<file path="src/rtl/ksa_swap_fsm.sv">
// ksa_swap_fsm: RC4 key-scheduling swap loop over a single-port 256x8 S memory.
// For i = 0..2**ADDR_W-1: j += S[i] + key[i mod KEY_BYTES]; swap S[i], S[j].
// Optional build macro KSA_SWAP_SAME_SKIP_EN: when the new j equals i, skip the
// read of S[j] and both writes. This is safe because swapping S[i] with itself
// is a no-op.
module ksa_swap_fsm #(
    parameter int KEY_BYTES = 3,
    parameter int ADDR_W    = 8
) (
    input  logic                   clock,
    input  logic                   reset_n,
    input  logic                   start,
    input  logic [8*KEY_BYTES-1:0] secret_key,
    input  logic [ADDR_W-1:0]      q,
    output logic [ADDR_W-1:0]      address,
    output logic [ADDR_W-1:0]      data,
    output logic                   wren,
    output logic                   busy,
    output logic                   done
);

    localparam int KI_W = (KEY_BYTES > 1) ? $clog2(KEY_BYTES) : 1;
    localparam logic [ADDR_W-1:0] LAST_I  = '1;
    localparam logic [KI_W-1:0]   LAST_KI = KI_W'(KEY_BYTES - 1);

    typedef enum logic [3:0] {
        S_IDLE,
        S_RD_I,
        S_CAP_I,
        S_RD_J,
        S_CAP_J,
        S_WR_I,
        S_WR_J,
        S_NEXT,
        S_DONE
    } state_t;

    state_t            r_state;
    state_t            w_next;
    logic [ADDR_W-1:0] r_i;
    logic [ADDR_W-1:0] r_j;
    logic [ADDR_W-1:0] r_si;
    logic [ADDR_W-1:0] r_sj;
    logic [KI_W-1:0]   r_key_idx;
    logic [7:0]        w_key_byte;
    logic [ADDR_W-1:0] w_j_new;

    // Select the current key byte (byte 0 is the most significant) and form the next j.
    always_comb begin
        w_key_byte = secret_key[8*(KEY_BYTES - 1 - int'(r_key_idx)) +: 8];
        w_j_new    = r_j + q + ADDR_W'(w_key_byte);
    end

    // State register.
    always_ff @(posedge clock or negedge reset_n) begin
        // NOTE: every clocked register uses <= so all of them update together from
        // pre-edge values; a blocking = here would let later lines see new values.
        if (!reset_n) begin
            r_state <= S_IDLE;
        end else begin
            r_state <= w_next;
        end
    end

    // Next-state logic and memory-port outputs, decoded from the current state.
    always_comb begin
        // NOTE: every output gets a default before the case, so no path leaves one
        // unassigned; an unassigned path would infer a latch.
        w_next  = r_state;
        address = '0;
        data    = '0;
        wren    = 1'b0;
        busy    = 1'b1;
        done    = 1'b0;
        case (r_state)
            S_IDLE: begin
                busy = 1'b0;
                if (start) begin
                    w_next = S_RD_I;
                end
            end
            S_RD_I: begin
                address = r_i;
                w_next  = S_CAP_I;
            end
            S_CAP_I: begin
`ifdef KSA_SWAP_SAME_SKIP_EN
                w_next = (w_j_new == r_i) ? S_NEXT : S_RD_J;
`else
                w_next = S_RD_J;
`endif
            end
            S_RD_J: begin
                address = r_j;
                w_next  = S_CAP_J;
            end
            S_CAP_J: begin
                w_next = S_WR_I;
            end
            S_WR_I: begin
                address = r_i;
                data    = r_sj;
                wren    = 1'b1;
                w_next  = S_WR_J;
            end
            S_WR_J: begin
                address = r_j;
                data    = r_si;
                wren    = 1'b1;
                w_next  = S_NEXT;
            end
            S_NEXT: begin
                w_next = (r_i == LAST_I) ? S_DONE : S_RD_I;
            end
            S_DONE: begin
                done   = 1'b1;
                w_next = S_IDLE;
            end
            default: begin
                busy   = 1'b0;
                w_next = S_IDLE;
            end
        endcase
    end

    // Loop datapath: indices, key position and captured S values.
    always_ff @(posedge clock or negedge reset_n) begin
        if (!reset_n) begin
            r_i       <= '0;
            r_j       <= '0;
            r_si      <= '0;
            r_sj      <= '0;
            r_key_idx <= '0;
        end else begin
            case (r_state)
                S_IDLE: begin
                    if (start) begin
                        r_i       <= '0;
                        r_j       <= '0;
                        r_key_idx <= '0;
                    end
                end
                S_CAP_I: begin
                    r_si <= q;
                    r_j  <= w_j_new;
                end
                S_CAP_J: begin
                    r_sj <= q;
                end
                S_NEXT: begin
                    // i stops at its last value; there is no second pass.
                    if (r_i != LAST_I) begin
                        r_i <= r_i + 1'b1;
                    end
                    r_key_idx <= (r_key_idx == LAST_KI) ? '0 : r_key_idx + 1'b1;
                end
                default: begin
                end
            endcase
        end
    end

endmodule

</file>
<file path="config.mk">
export PLATFORM = sky130hd
export DESIGN_NAME = ksa_swap_fsm
export DESIGN_NICKNAME = d
export VERILOG_FILES = /design/src/rtl/ksa_swap_fsm.sv
export SDC_FILE = /design/constraint.sdc
export NUM_CORES = 1
export LEC_CHECK = 0
export ABC_AREA = 1
export BUFFER_PORTS_ARGS = -buffer_cell sky130_fd_sc_hd__buf_2
export CORE_MARGIN = 4
export CORE_UTILIZATION = 45
export DETAILED_ROUTE_END_ITERATION = 6
export PLACE_DENSITY = 0.68
export SLEW_MARGIN = 40
export SYNTH_ARGS = -nofsm -noshare
export SYNTH_HDL_FRONTEND = slang
export SYNTH_SLANG_ARGS = --single-unit
</file>
<file path="constraint.sdc">
create_clock -name clock -period 7.09 [get_ports clock]
set_input_delay 0.709 -clock clock [delete_from_list [all_inputs] [get_ports clock]]
set_output_delay 0.709 -clock clock [all_outputs]
set_load 0.02 [all_outputs]
</file>
==> impl_metrics.json <==
{
  "max_cap_violations": 0,
  "die_h_um": 82.7,
  "drv_slew": 0,
  "synth-seq-cells": 38,
  "grt_max_degree": 39,
  "finish.utilization_pct": 56.0,
  "numCtsBuffers": 5,
  "fin_tns_setup_ps": 0,
  "drt-wirelength-per-cell_um": 13.8,
  "fp.dieArea_um2": 6850,
  "crit_path_max_incr_delay_ps": 500,
  "place_congestion": 0.922,
  "rsz0062_at_grt": "no",
  "worstMarginPinSlew_ps": 769,
  "antenna_found_initial": 0,
  "wl_met3_um": 359,
  "initial_core_util_pct": 47.7,
  "drc": 0,
  "ctsHoldBuffers": 0,
  "grt_pass1_vias": 2330,
  "syn2layout_area_growth_pct": 17.3,
  "htreeDepth": 2,
  "ys_seq_area_share_pct": 37.8,
  "syn_area_per_cell_um2": 7.73,
  "skew_ps": 3.47,
  "critPathKind": "flop to flop",
  "rows": 26,
  "slowest_stage": "ha_1",
  "yosys_warnings": 0,
  "pin_count": 54,
  "min_period_over_period_pct": 48.1,
  "ys_types": 30,
  "first_pass_iters": 5,
  "synth_fp_nets": 378,
  "drt_iter0_markers": 151,
  "vias_per_cell": 5.13,
  "n_antenna_cell": 0,
  "max_slew_margin_pct": 48.5,
  "required_ps": 7260,
  "hold_path_class": "input pin to asynchronous set/reset pin",
  "hpwl_um": 4790,
  "cts_tree": "done",
  "die_width_um": 82.7,
  "port_buffers": 53,
  "setup_ws_ps": 3680,
  "cts_resized": 0,
  "setup-violations-final": 0,
  "clk_pin_slew_worst_paths_ps": 80,
  "overflow": 0,
  "max-vdd-ir-drop_mv": 0.199,
  "core_um2": 5270,
  "dr_wl_met2_um": 2750,
  "fin_crit_ps": 3410,
  "clockBufferDepth": 2,
  "synth_top_area_share_pct": 37.8,
  "path_max_fanout": 15,
  "yosys-top-cells-area": "dfrtp_1 (38%), nand2_1 (11%), inv_1 (8.8%)",
  "ant_nets": 0,
  "drive_gt1_share_pct": 18.9,
  "cp_cell_sequence": "inv_1 -> ha_1 -> nand2_1 -> o22ai_1 -> nor3_1 -> fa_1 -> ha_1 -> inv_1 -> fa_1 -> o31ai_1 -> nand2_1 -> nand2_1 -> o22ai_1",
  "vias": 2308,
  "finalHoldViolCount": 0,
  "fmax_mhz": 293,
  "syn-cell-area_um2": 2510,
  "p_leak_nw": 1.57,
  "holdWs_ps": 372,
  "worstSkewPairLatency_ps": 290,
  "route.top_layer_used": "met4",
  "m1WireLength_um": 2960,
  "powerDensity_nw_per_um2": 481,
  "cts-root-buf": "clkbuf_8",
  "crit_family": "adder cells",
  "final_common_cell": "nand2_1",
  "worstPathArrival_ps": 3580,
  "wl_um": 6200,
  "track_usage_pct": 20.6,
  "place_ws_ps": 3720,
  "grt_pass1_wl_um": 10700,
  "status": "complete, no violations",
  "postCtsSetupBuffers": 0,
  "crit_top_cell": "nand2_1",
  "endpoint_kind": "flop",
  "cts.sinks": 38,
  "critPathLaunchType": "flop",
  "nNetsFinal": 432,
  "mostFrequentLayoutCells": "nand2_1 (74), inv_1 (59), buf_2 (52)",
  "synth_largest_area_cell": "dfrtp_1",
  "critical_path_buf_inv_count": 2,
  "syn_inst": 325
}
-- routing by layer --
metal | global-route usage, % | up-vias
met5 | 0 | -
met4 | 6.86 | 0
met3 | 3.25 | 11
met2 | 33.6 | 80
met1 | 27.8 | 1038
li1 | - | 1179
-- cell usage after synthesis (all sizes together) --
cell type / instances
nand2: 76
inv: 60
dfrtp: 38
o21ai: 38
nand3: 20
nor2: 18
o22ai: 17
a21oi: 11
ha: 10
a32o: 8
fa: 8
nor3: 6
buf: 4
nand4: 3
a31oi: 2
clkbuf: 2
o31ai: 2
clkinv: 1
xor2: 1
-- worst register-to-register path, cell delays in order (launching register included) --
cell and delay [ps]:
dfrtp_1 480, inv_1 250, ha_1 500, nand2_1 150, o22ai_1 150, nor3_1 80
fa_1 490, ha_1 190, inv_1 70, fa_1 400, o31ai_1 320, nand2_1 90
nand2_1 70, o22ai_1 70
-- per-stage QoR --
stage	cells	area (um2)	total power [W]
after floorplan	325	2510	0.00102
final	450	2950	0.00142
after detailed placement	442	2840	0.00123
after global routing	450	2950	0.00158
after CTS	450	2950	0.00142
after global placement	442	2840	0.00122
-- power by group --
part / internal, W / total [W] / switching (W) / leakage, nW
registers: 0.000308 / 0.000374 / 0.0000662 / 0.484
clock network: 0.000104 / 0.000182 / 0.0000780 / 0.0579
logic: 0.000306 / 0.000862 / 0.000556 / 1.03
total: 0.000717 / 0.00142 / 0.000701 / 1.57
-- final timing paths --
path                              start  endpoint  slack (ps)  cells past startpoint
min in group clock              r_si[3]   r_si[3]         490                      2
min                             reset_n   r_sj[2]         370                      1
max reg2reg                r_key_idx[0]    r_j[5]        3680                     13
max                        r_key_idx[0]    r_j[5]        3680                     13
max in group asynchronous       reset_n    r_i[4]        6370                      1
min reg2reg                     r_si[3]   r_si[3]         490                      2
-- registers in the layout, summed over array words and instances (netlist names) --
register / flops
r_i: 8
r_j: 8
r_key_idx: 2
r_si: 8
r_sj: 8
r_state: 4
-- logic make-up (layout without fill, tap and decap cells) --
group                      after synthesis  in the layout  synth area share, %
adders and majority gates               18             18                 11.3
and+or+nand+nor                        123            123                 21.6
DFF                                     38             38                 37.8
xor gates and xnor gates                 1              1                0.348
AOI/OAI and AO/OA                       78             78                 18.6
buffers and inverters                   67            122                 10.4
-- area by class of cell --
class                   count  area, um2
multi-input cells         220       1310
well taps                  70       87.6
clock inverters             3       40.0
flip-flops and latches     38        951
fillers                   523       2320
inverters                  61        229
repair buffers             53        268
clock buffers               5       68.8
(Power assumes the default switching activity.)
